## config.mk

```make
export PLATFORM = sky130hd
export DESIGN_NAME = r2r_sar_adc
export DESIGN_NICKNAME = d
export VERILOG_FILES = /design/src/rtl/r2r_sar_adc.sv
export SDC_FILE = /design/constraint.sdc
export NUM_CORES = 1
export LEC_CHECK = 0
export BUFFER_PORTS_ARGS = -buffer_cell sky130_fd_sc_hd__buf_2
export CAP_MARGIN = 25
export CORE_ASPECT_RATIO = 0.9
export CORE_MARGIN = 2
export CORE_UTILIZATION = 52
export DETAILED_ROUTE_END_ITERATION = 8
export HOLD_SLACK_MARGIN = 0.15
export PLACE_DENSITY_LB_ADDON = 0.05
export SYNTH_ARGS = -nofsm -noshare
export SYNTH_HDL_FRONTEND = slang
export SYNTH_SLANG_ARGS = --single-unit
```

## constraint.sdc

```tcl
create_clock -name clk -period 2 [get_ports clk]
set_input_delay 0 -clock clk [delete_from_list [all_inputs] [get_ports clk]]
set_output_delay 0 -clock clk [all_outputs]
set_load 0.03 [all_outputs]
```

## src/rtl/r2r_sar_adc.sv

```systemverilog
// MSB-first successive-approximation controller for an 8-bit R2R ladder ADC.
// Each trial code settles for SETTLE_CYCLES clocks before the synchronized comparator decides its bit.
module r2r_sar_adc #(
    parameter int SETTLE_CYCLES = 64
) (
    input  logic       clk,
    input  logic       reset,
    input  logic       en,
    input  logic       comp_in,
    output logic [7:0] r2r_out,
    output logic [7:0] raw_data,
    output logic       sample_valid,
    output logic       busy
);

    localparam logic [1:0] ST_IDLE   = 2'd0;
    localparam logic [1:0] ST_SETTLE = 2'd1;
    localparam logic [1:0] ST_DECIDE = 2'd2;
    localparam logic [1:0] ST_DONE   = 2'd3;

    localparam logic [9:0] SETTLE_LAST = 10'(SETTLE_CYCLES - 1);

    logic [1:0] state_q, state_d;
    logic [7:0] sar_q, sar_d;
    logic [2:0] bit_idx_q, bit_idx_d;
    logic [9:0] cnt_q, cnt_d;
    logic [7:0] r2r_q, r2r_d;
    logic [7:0] raw_q, raw_d;
    logic       valid_q, valid_d;
    logic       sync1_q, comp_s_q;
    logic [7:0] sar_dec;

    always_comb begin
        state_d   = state_q;
        sar_d     = sar_q;
        bit_idx_d = bit_idx_q;
        cnt_d     = cnt_q;
        r2r_d     = r2r_q;
        raw_d     = raw_q;
        valid_d   = 1'b0;

        // Trial bit survives only if Vin >= Vladder for the current code
        sar_dec = sar_q;
        if (!comp_s_q) begin
            sar_dec[bit_idx_q] = 1'b0;
        end

        case (state_q)
            ST_IDLE: begin
                if (en) begin
                    sar_d     = 8'h80;
                    r2r_d     = 8'h80;
                    bit_idx_d = 3'd7;
                    cnt_d     = 10'd0;
                    state_d   = ST_SETTLE;
                end
            end
            ST_SETTLE: begin
                if (cnt_q == SETTLE_LAST) begin
                    state_d = ST_DECIDE;
                end else begin
                    cnt_d = cnt_q + 10'd1;
                end
            end
            ST_DECIDE: begin
                if (bit_idx_q != 3'd0) begin
                    sar_d     = sar_dec | (8'h01 << (bit_idx_q - 3'd1));
                    r2r_d     = sar_d;
                    bit_idx_d = bit_idx_q - 3'd1;
                    cnt_d     = 10'd0;
                    state_d   = ST_SETTLE;
                end else begin
                    sar_d   = sar_dec;
                    raw_d   = sar_dec;
                    valid_d = 1'b1;
                    state_d = ST_DONE;
                end
            end
            ST_DONE: begin
                state_d = ST_IDLE;
            end
            default: begin
                state_d = ST_IDLE;
            end
        endcase
    end

    always_ff @(posedge clk) begin
        if (reset) begin
            state_q   <= ST_IDLE;
            sar_q     <= 8'h00;
            bit_idx_q <= 3'd0;
            cnt_q     <= 10'd0;
            r2r_q     <= 8'h00;
            raw_q     <= 8'h00;
            valid_q   <= 1'b0;
            sync1_q   <= 1'b0;
            comp_s_q  <= 1'b0;
        end else begin
            state_q   <= state_d;
            sar_q     <= sar_d;
            bit_idx_q <= bit_idx_d;
            cnt_q     <= cnt_d;
            r2r_q     <= r2r_d;
            raw_q     <= raw_d;
            valid_q   <= valid_d;
            sync1_q   <= comp_in;
            comp_s_q  <= sync1_q;
        end
    end

    assign r2r_out      = r2r_q;
    assign raw_data     = raw_q;
    assign sample_valid = valid_q;
    assign busy         = (state_q != ST_IDLE);

endmodule

```

Word level (Yosys, flattened, before mapping)

Cells that the tools add are included.

Shift-type cells: 1
Reduce and logical (&&, ||, !) cells: 12
Equality and inequality tests: 8
Order comparisons: 2
Multiplexer cells: 20
$add $sub $neg: 2
Bitwise logic cells: 5

Operators with widths:

| cell                  | number |
|---|---|
| $mux 8                | 4 |
| $pmux 8 s2            | 2 |
| $mux 10               | 3 |
| $pmux 10 s3           | 1 |
| $add 10x1->10 const B | 1 |
| $eq 10x6->1 const B   | 1 |
| $and 8x8->8           | 1 |
| $ne 2x2->1 const B    | 4 |
| $not 8->8             | 1 |
| $or 8x8->8            | 1 |
| $pmux 2 s4            | 1 |
| $shl 1x3->8 const A   | 1 |
| $mux 2                | 3 |
| $mux 3                | 2 |
| $pmux 3 s2            | 1 |
| $reduce_and 2->1      | 3 |
| $reduce_bool 3->1     | 2 |
| $eq 2x2->1 const B    | 2 |
| $lt 3x4->1 const B    | 1 |
| $reduce_and 4->1      | 1 |
| $reduce_bool 2->1     | 2 |
| $demux 1 s3           | 1 |
| $ge 3x1->1 const B    | 1 |
| $reduce_and 3->1      | 1 |
| other kinds (7)       | 9 |

Logic and storage cells: 59
Bits in registers: 42

Longest topological paths before layout

Gate-level depths: netlist of the first run.

Depth after elaboration: 10
Depth in mapped cells: 8
Gate-level depth less buffers: 6

Worst setup path before layout of the first run

No wires, ideal clock.

Path kind: register -> register
Start: reg bit_idx_q[0]
End: reg r2r_q[1], in the netlist r2r_out[1]
Required time: 1872 ps
Library setup time: 128 ps
Clock period less this slack: 1844 ps
Stages on the path, launching flop included: 9
Arrival time: 1717 ps
Path slack: 156 ps
Path through: dfxtp_1 > inv_1 > ha_1 > nor2b_1 > clkbuf_1 > a21o_1 > buf_2 > a22oi_1 > nor2_1

Cells in the longest elaborated chain, start to end: 10
Elaborated cells between the ends (all ways): 16
Those cells by class: 1 x add/sub; 2 x order compare; 1 x eq/ne; 1 x shift; 5 x mux; 3 x bitwise; 3 x reduce/logical

RTL lines:

| item                                                           | RTL line | RTL |
|---|---|---|
| start, declared                                                | 25       | `logic [2:0] bit_idx_q, bit_idx_d;` |
| start signal, assigned                                         | 102      | `bit_idx_q <= bit_idx_d;` |
| $lt 3x4->1 (implied by the code) or $ge 3x1->1 (tied branches) | 45       | `sar_dec[bit_idx_q] = 1'b0;` |
| $logic_and 1x1->1 (implied by the code)                        | 45       |  |
| $mux 1 (implied by the code)                                   | 45       |  |
| $demux 1 s3                                                    | 45       |  |
| $not 8->8 (no source line)                                     | n/a      |  |
| $and 8x8->8 (no source line)                                   | n/a      |  |
| $mux 8                                                         | 44       | `if (!comp_s_q) begin` |
| $or 8x8->8                                                     | 67       | `sar_d = sar_dec \| (8'h01 << (bit_idx_q - 3'd1));` |
| $mux 8                                                         | 66       | `if (bit_idx_q != 3'd0) begin` |
| $pmux 8 s2                                                     | 48       | `case (state_q)` |
| end signal, assigned                                           | 104      | `r2r_q <= r2r_d;` |
| end, declared                                                  | 27       | `logic [7:0] r2r_q, r2r_d;` |

Several ways; a longest one is shown, not always the timed one. The select of a mux whose other input is x is not followed.
A chain may end at the register's enable or synchronous reset.

Worst setup path after layout of the first run

Start: reg cnt_q[6]
End: reg cnt_q[4]

Cells in the longest elaborated chain, start to end: 3

RTL lines:

| item                              | RTL line | RTL |
|---|---|---|
| start, declared                   | 26       | `logic [9:0] cnt_q, cnt_d;` |
| start signal, assigned            | 103      | `cnt_q <= cnt_d;` |
| $eq 10x6->1                       | 59       | `if (cnt_q == SETTLE_LAST) begin` |
| $ne 2x2->1 (no source line)       | n/a      |  |
| $reduce_and 4->1 (no source line) | n/a      |  |

Every way passes these cells.

==> metrics.cfg, run 1 <==
[worst_setup_path]
critPathCaptureType = register
critPathSlowestCell = or4_4
path_cells = or4_4 > o31ai_4 > nand2_4 > a311oi_2
crit_cells = 4
startpoint_type = register
crit_family = simple AND/OR/NAND/NOR gates
path_max_fanout = 8
crit_type = reg -> reg
crit_buf_inv = 0
cp.arrival_ps = 2060
r2r_cells = 4
critPathMaxStageDelay_ps = 550
cp.required_ps = 2200

[cts]
clk_pin_slew_ps = 80
insertion_delay_ps = 290
cts_tree = done
htreeDepth = 2
cts_sinks = 42
clock_path_buffers = 2
clock-root-buffer = clkbuf_8
cts_buffers = 5

[power]
p_comb_share_pct = 20.1
ir_worst_vdd_mv = 0.386
net-switching-power_mw = 0.565
p_sw_share_pct = 29.2
p_leak_nw = 0.914
powerDensity_nw_per_um2 = 805
p_seq_share_pct = 46.0
pwr-share-clk_pct = 33.9
p_int_mw = 1.37

[floorplan]
io_pins = 22
rows = 21
die_area_um2 = 4520
start_util_pct = 55.0
die_height_um = 64.0
core_um2 = 3780
die_x_um = 70.7

[sta]
finalSetupViolations = 0
finalCritPeriodShare_pct = 92.9
slew_violations = 0
fmax_ghz = 0.538
fin_skew_ps = 8.40
min_period_ps = 1860
slew_headroom_pct = 58.9
setup_tns_ps = 0
holdWs_ps = 155
tightest_slew_ps = 615
hold_viol_final = 0
grt_setup_unrepaired = false

[flow_run]
timing.max_cap.violations = 0

[drt]
antenna_left = 0
routed_wl_mm = 4.93
vias = 1845
via_per_inst = 6.09
drcViolationCount = 0
wire_per_inst_um = 16.3
drt_iter0_drc = 161
first_pass_iters = 4

[logic_synthesis]
syn_inst = 229
ys_seq_area_share_pct = 40.4
ys.flop_type = dfxtp_1
syn_area_um2 = 2080
synth-async-reset-ratio_pct = 0
syn_nets = 239
yosys_warnings = 0
ys_ff_latch = 42
ys_top_cells_by_area = dfxtp_1 (40%), a21oi_1 (4.8%), ha_1 (3.6%)
synth_edf_count = 0
synth_cell_type_count = 54
synth_top_area_share_pct = 40.4
yosysTopAreaCell = dfxtp_1
synth_area_per_cell_um2 = 9.09

[placement]
port_buffers = 21
gp_congestion = 0.874
hpwl_mm = 3.37
dp.cells = 294

[global_routing]
grt.total_usage_pct = 22.9
grt.overflow.total = 0
first_global_vias = 1740
grt_max_degree = 28
antenna_found_initial = 0
grt_pass1_wl_mm = 8.31

[cells_and_area]
drive_gt1_share_pct = 25.7
area_growth_pct = 15.6
nets = 266
final_cell_mix = dfxtp_1 (42), buf_2 (21), a21oi_1 (19)
stdcell_count = 303
layout_commonest_cell = dfxtp_1
diodes = 0

[hold_path]
min_path_cells = 2
hp-class = in -> reg

[run_status]
status = completed

-- metrics by stage --
stage | util (%) | cell area [um^2] | total power [mW] | worst slack, ps
global placement | 60.0 | 2270 | 1.26 | 153
global route | 63.6 | 2400 | 2.02 | 14.7
finish | 63.6 | 2400 | 1.94 | 143
CTS | 63.2 | 2390 | 1.93 | 41.1
detailed placement | 60.0 | 2270 | 1.28 | -7.98
floorplan | - | 2080 | 1.17 | 156
-- sequential cells by signal (all words and copies together) (netlist names) --
signal,flops
bit_idx_q,3
state_q,2
r2r_out,8
raw_data,8
cnt_q,10
sar_q,8
comp_s_q,1
sync1_q,1
sample_valid,1
-- worst paths after layout --
kind	start	end	slack, ps
max reg2reg	cnt_q[6]	cnt_q[4]	140
min reg2reg	sync1_q	comp_s_q	450
max	cnt_q[6]	cnt_q[4]	140
min	reset	sar_q[5]	160
-- final cells by class --
class / instances / area, um^2
well taps: 46 / 57.6
repair buffers: 32 / 190
multi-input cells: 162 / 1160
clock buffers: 5 / 68.8
fillers: 325 / 1380
inverters: 13 / 48.8
flip-flops and latches: 42 / 841
clock inverters: 3 / 40.0
-- layer usage --
metal | wire length, um | GRT usage, % | vias to the layer above
li1 | - | - | 901
met1 | 2310 | 32.3 | 880
met2 | 2330 | 35.5 | 60
met3 | 258 | 3.63 | 4
met4 | 30 | 8.25 | 0
met5 | 0 | 0 | -
-- power groups by stage --
stage	sequential [mW]	combinational [mW]	clock, mW
2_1_floorplan	0.912	0.255	0
3_5_place_dp	0.907	0.368	0
5_1_grt	0.893	0.422	0.703
3_3_place_gp	0.905	0.357	0
4_1_cts	0.888	0.374	0.667
6_report	0.890	0.389	0.657
-- cells in the mapped netlist (all sizes together), types with 2 or more instances --
| library cell | n |
|---|---|
| a22oi | 7 |
| a311oi | 3 |
| nor3 | 4 |
| and3 | 3 |
| nand3 | 6 |
| a32oi | 3 |
| a21o | 2 |
| o311ai | 4 |
| nor2 | 19 |
| nand4 | 9 |
| a22o | 3 |
| clkbuf | 6 |
| mux2i | 2 |
| a21oi | 20 |
| inv | 13 |
| nor2b | 4 |
| buf | 6 |
| or3 | 2 |
| nand2b | 5 |
| dfxtp | 42 |
| o2bb2ai | 3 |
| nor4b | 2 |
| nand4bb | 2 |
| and2 | 2 |
| or4 | 6 |
| ha | 6 |
| a221oi | 2 |
| nand2 | 16 |
| o21ai | 8 |
-- cell families (layout without fill, tap and decap cells) --
| group | Yosys count | count (layout) | share of synthesized area [%] |
|---|---|---|---|
| mux | 3 | 3 | 1.50 |
| compound gates | 65 | 65 | 25.3 |
| xor+xnor | 2 | 2 | 0.842 |
| flops | 42 | 42 | 40.4 |
| fa+ha+maj | 6 | 6 | 3.61 |
| buf+inv | 25 | 53 | 4.75 |
| simple gates | 86 | 86 | 23.6 |
-- what timing repair did --
action,in CTS,in global routing
endpoints found under the setup margin,7,15
hold buffers,1,0
endpoints found under the hold margin,1,0
gates resized for setup,2,3
setup buffers,0,0
(Power assumes the default switching activity.)
==> run 2: changes to the inputs <==
BUFFER_PORTS_ARGS = -buffer_cell sky130_fd_sc_hd__buf_4   (was -buffer_cell sky130_fd_sc_hd__buf_2)
==> metrics.cfg, run 2 (synthesis results as in run 1) <==
[hold_path]
hold_start = reset
hp-class = in -> reg
hold_path_end = r2r_out[0]
min_path_cells = 2

[worst_setup_path]
path_max_fanout = 8
cp.required_ps = 2200
cp.arrival_ps = 2070
critPathCaptureType = register
r2r_start = cnt_q[0]
startpoint_type = register
ff2ff_setup_slack_ps = 130
timing.rr.end = cnt_q[8]
r2r_cells = 5
crit_type = reg -> reg
critPathMaxStageDelay_ps = 500
critPathSlowestCell = o31ai_4
path_cells = ha_1 > nand3_1 > o31ai_4 > nand2_4 > o311ai_2

[sta]
min_period_ps = 1870
holdWs_ps = 147
fin_skew_ps = 8.82
tightest_slew_ps = 510
finalSetupViolations = 0
grt_setup_unrepaired = false
fin_ws_ps = 131
hold_viol_final = 0
slew_violations = 0
fmax_ghz = 0.535
finalCritPeriodShare_pct = 93.4
setup_tns_ps = 0
slew_headroom_pct = 65.9

[global_routing]
first_global_vias = 1697
grt.overflow.total = 0
grt_max_degree = 47
antenna_found_initial = 0
grt.total_usage_pct = 22.5
grt_pass1_wl_mm = 8.09

[floorplan]
die_x_um = 70.7
rows = 21
die_area_um2 = 4520
core_um2 = 3780
die_height_um = 64.0
io_pins = 22
start_util_pct = 55.0

[cells_and_area]
final-seq-area_um2 = 841
diodes = 0
nets = 265
final_core_util_pct = 64.3
nFillCells = 340
drive_gt1_share_pct = 24.2
layout_commonest_cell = dfxtp_1
stdcell_count = 302
multiInputGateArea_um2 = 1150
largest_register = cnt_q
largest_reg_flops = 10
area_growth_pct = 16.8
final_cell_mix = dfxtp_1 (42), buf_4 (29), a21oi_1 (20)
fin_area_um2 = 2430

[placement]
dp.cells = 292
gp_congestion = 0.908
port_buffers = 21
place_area_um2 = 2310
hpwl_mm = 3.39
post-place-ws_ps = 38.2

[cts]
insertion_delay_ps = 300
clk_pin_slew_ps = 80
htreeDepth = 2
clock_path_buffers = 2
clock-root-buffer = clkbuf_8
cts_tree = done
cts_buffers = 5
cts_sinks = 42

[drt]
drt_iter0_drc = 92
antenna_left = 0
drcViolationCount = 0
first_pass_iters = 4
wire_per_inst_um = 16.4
routed_wl_mm = 4.96
vias = 1818
via_per_inst = 6.02

[power]
ir_worst_vdd_mv = 0.569
finalPower_mw = 1.84
powerDensity_nw_per_um2 = 758
p_leak_nw = 0.900

[run_status]
status = completed

[flow_run]
timing.max_cap.violations = 0

[run 2: cell count changes in the layout (fill, tap and decap cells not counted), sizes merged]
cell	before	now
buf	31	29
bufinv	1	0
clkbuf	5	7
clkinv	2	1
dlygate4sd3	1	2
[run 2: worst max-delay path: cells and delay by family, from the launching register on]
kind | cells | cell delay [ps]
AOI/OAI and AO/OA | 2 | 760
DFF | 1 | 400
and+or+nand+nor | 2 | 370
adders and majority gates | 1 | 240
[run 2: worst max-delay path by stage]
stage               depth (start not counted)            to  slack [ps]         start
floorplan                                   8    r2r_out[1]         160  bit_idx_q[0]
global placement                            6  bit_idx_q[0]         110  bit_idx_q[0]
detailed placement                          6      cnt_q[8]          40  bit_idx_q[0]
CTS                                         6      cnt_q[8]          20  bit_idx_q[0]
global route                                5      cnt_q[7]          20      cnt_q[0]
finish                                      5      cnt_q[8]         130      cnt_q[0]
[run 2: cell type report]
class	count	area share (%)
Sequential cell	42	34.6
Timing Repair Buffer	31	9.78
Multi-Input combinational cell	162	47.5
Clock buffer	7	3.55
Inverter	13	2.01
Tap cell	46	2.37
Clock inverter	1	0.206
[run 2: timing repair]
item | 4_1_cts | 5_1_grt
setup buffers | 0 | 0
endpoints found under the setup margin | 0 | 21
gates resized for setup | 0 | 4
endpoints found under the hold margin | 3 | 0
hold buffers | 2 | 0
[run 2: layer usage]
metal / GRT usage (%) / vias to the layer above / share of wire [%]
li1: - / 900 / -
met1: 32.6 / 862 / 50
met2: 33.6 / 51 / 44
met3: 4.26 / 5 / 5.1
met4: 7.08 / 0 / 1.1
met5: 0 / - / 0
[run 2: where the power goes]
part           internal (mW)  total (mW)  leakage [nW]  switching [mW]
Sequential             0.861       0.890         0.341          0.0292
Clock                  0.279       0.566        0.0482           0.287
Combinational          0.146       0.388         0.511           0.242
==> run 3: changes to the inputs <==
CORE_MARGIN = 5   (was 2)
==> metrics.cfg, run 3 (synthesis results as in run 1) <==
[cells_and_area]
final_core_util_pct = 66.5
diodes = 0
drive_gt1_share_pct = 25.4
area_growth_pct = 20.9
largest_reg_flops = 10
layout_commonest_cell = dfxtp_1
largest_register = cnt_q
nets = 269
final_cell_mix = dfxtp_1 (42), buf_4 (32), a21oi_1 (20)

[worst_setup_path]
critPathSlowestCell = or4_4
cp.required_ps = 2170
cp.arrival_ps = 2040
path_cells = or4_4 > o31ai_4 > buf_4 > or4_2 > o311ai_2
critPathMaxStageDelay_ps = 560
path_max_fanout = 6
startpoint_type = register
crit_type = reg -> reg
critPathCaptureType = register

[floorplan]
start_util_pct = 55.0
die_x_um = 76.7
die_area_um2 = 5370
io_pins = 22
core_um2 = 3780
die_height_um = 70.0
rows = 21

[global_routing]
first_global_vias = 1739
grt_max_degree = 47
grt.overflow.total = 0
grt.total_usage_pct = 19.7
antenna_found_initial = 0
grt_pass1_wl_mm = 8.63

[sta]
slew_violations = 0
fin_skew_ps = 3.60
slew_headroom_pct = 62.5
grt_setup_unrepaired = false
fmax_ghz = 0.536
setup_tns_ps = 0
finalCritPeriodShare_pct = 93.3
min_period_ps = 1870
tightest_slew_ps = 555
hold_viol_final = 0
finalSetupViolations = 0

[cts]
cts_tree = done
insertion_delay_ps = 300
clock-root-buffer = clkbuf_8
cts_buffers = 5
clock_path_buffers = 2
cts_sinks = 42
htreeDepth = 2
clk_pin_slew_ps = 80

[hold_path]
hp-class = reg -> reg

[flow_run]
timing.max_cap.violations = 0

[drt]
wire_per_inst_um = 16.6
routed_wl_mm = 5.09
drcViolationCount = 0
first_pass_iters = 4
via_per_inst = 6.08
vias = 1860
drt_iter0_drc = 172
antenna_left = 0

[power]
ir_worst_vdd_mv = 0.552
p_leak_nw = 0.942
powerDensity_nw_per_um2 = 845

[run_status]
status = completed

[placement]
hpwl_mm = 3.54
gp_congestion = 0.967
port_buffers = 21

## run 3: where the power goes
| part | leakage [nW] | internal, mW | switching (mW) | total (mW) |
|---|---|---|---|---|
| clock | 0.0714 | 0.533 | 0.300 | 0.832 |
| combinational | 0.530 | 0.156 | 0.250 | 0.406 |
| sequential | 0.341 | 0.861 | 0.0257 | 0.887 |
## run 3: worst paths after layout
| path | start | end | slack, ps | cells after the start |
|---|---|---|---|---|
| hold reg to reg | sync1_q | comp_s_q | 440 | 1 |
| setup reg to reg | cnt_q[6] | cnt_q[2] | 130 | 5 |
| setup / recovery | cnt_q[6] | cnt_q[2] | 130 | 5 |
| hold / removal | sync1_q | comp_s_q | 440 | 1 |
## run 3: worst max-delay path, delay by kind of cell, from the launching register on
kind	cells	cell delay (ps)
AND/OR/NAND/NOR	2	670
AO/OA/AOI/OAI	2	520
flip-flops	1	370
buffers and inverters	1	190
## run 3: area by class of cell
class / count / area, um^2
clock buffer: 6 / 82.6
clock inverter: 2 / 60.1
fill: 322 / 1270
inverter: 13 / 48.8
multi-input combinational: 162 / 1150
sequential: 42 / 841
tap: 46 / 57.6
timing repair buffer: 35 / 270
## run 3: per-stage QoR
| step | hold slack [ps] | setup slack (ps) | area (um^2) | power, mW | instances |
|---|---|---|---|---|---|
| 6_report | 444 | 134 | 2510 | 2.12 | 306 |
| 3_5_place_dp | 225 | 34.4 | 2310 | 1.28 | 293 |
| 2_1_floorplan | 128 | 156 | 2080 | 1.17 | 229 |
| 3_3_place_gp | 216 | 125 | 2310 | 1.27 | 293 |
| 5_1_grt | 466 | 8.86 | 2510 | 2.21 | 306 |
| 4_1_cts | 447 | 71.1 | 2490 | 2.12 | 304 |
## run 3: routing by layer
metal / global-route usage, % / wire (um) / vias to the layer above / share of wire, %
li1: - / - / 907 / -
met5: 0 / 0 / - / 0
met2: 28.0 / 2230 / 51 / 44
met1: 29.6 / 2530 / 896 / 50
met3: 3.98 / 267 / 6 / 5.2
met4: 5.83 / 71 / 0 / 1.4
## run 3: repair_timing
action                                 4_1_cts  5_1_grt
buffers inserted                             0        2
resized for setup                            1        3
pin swaps                                    0        1
setup endpoints to repair                    4       19
hold buffers                                 3        0
endpoints found under the hold margin        8        0
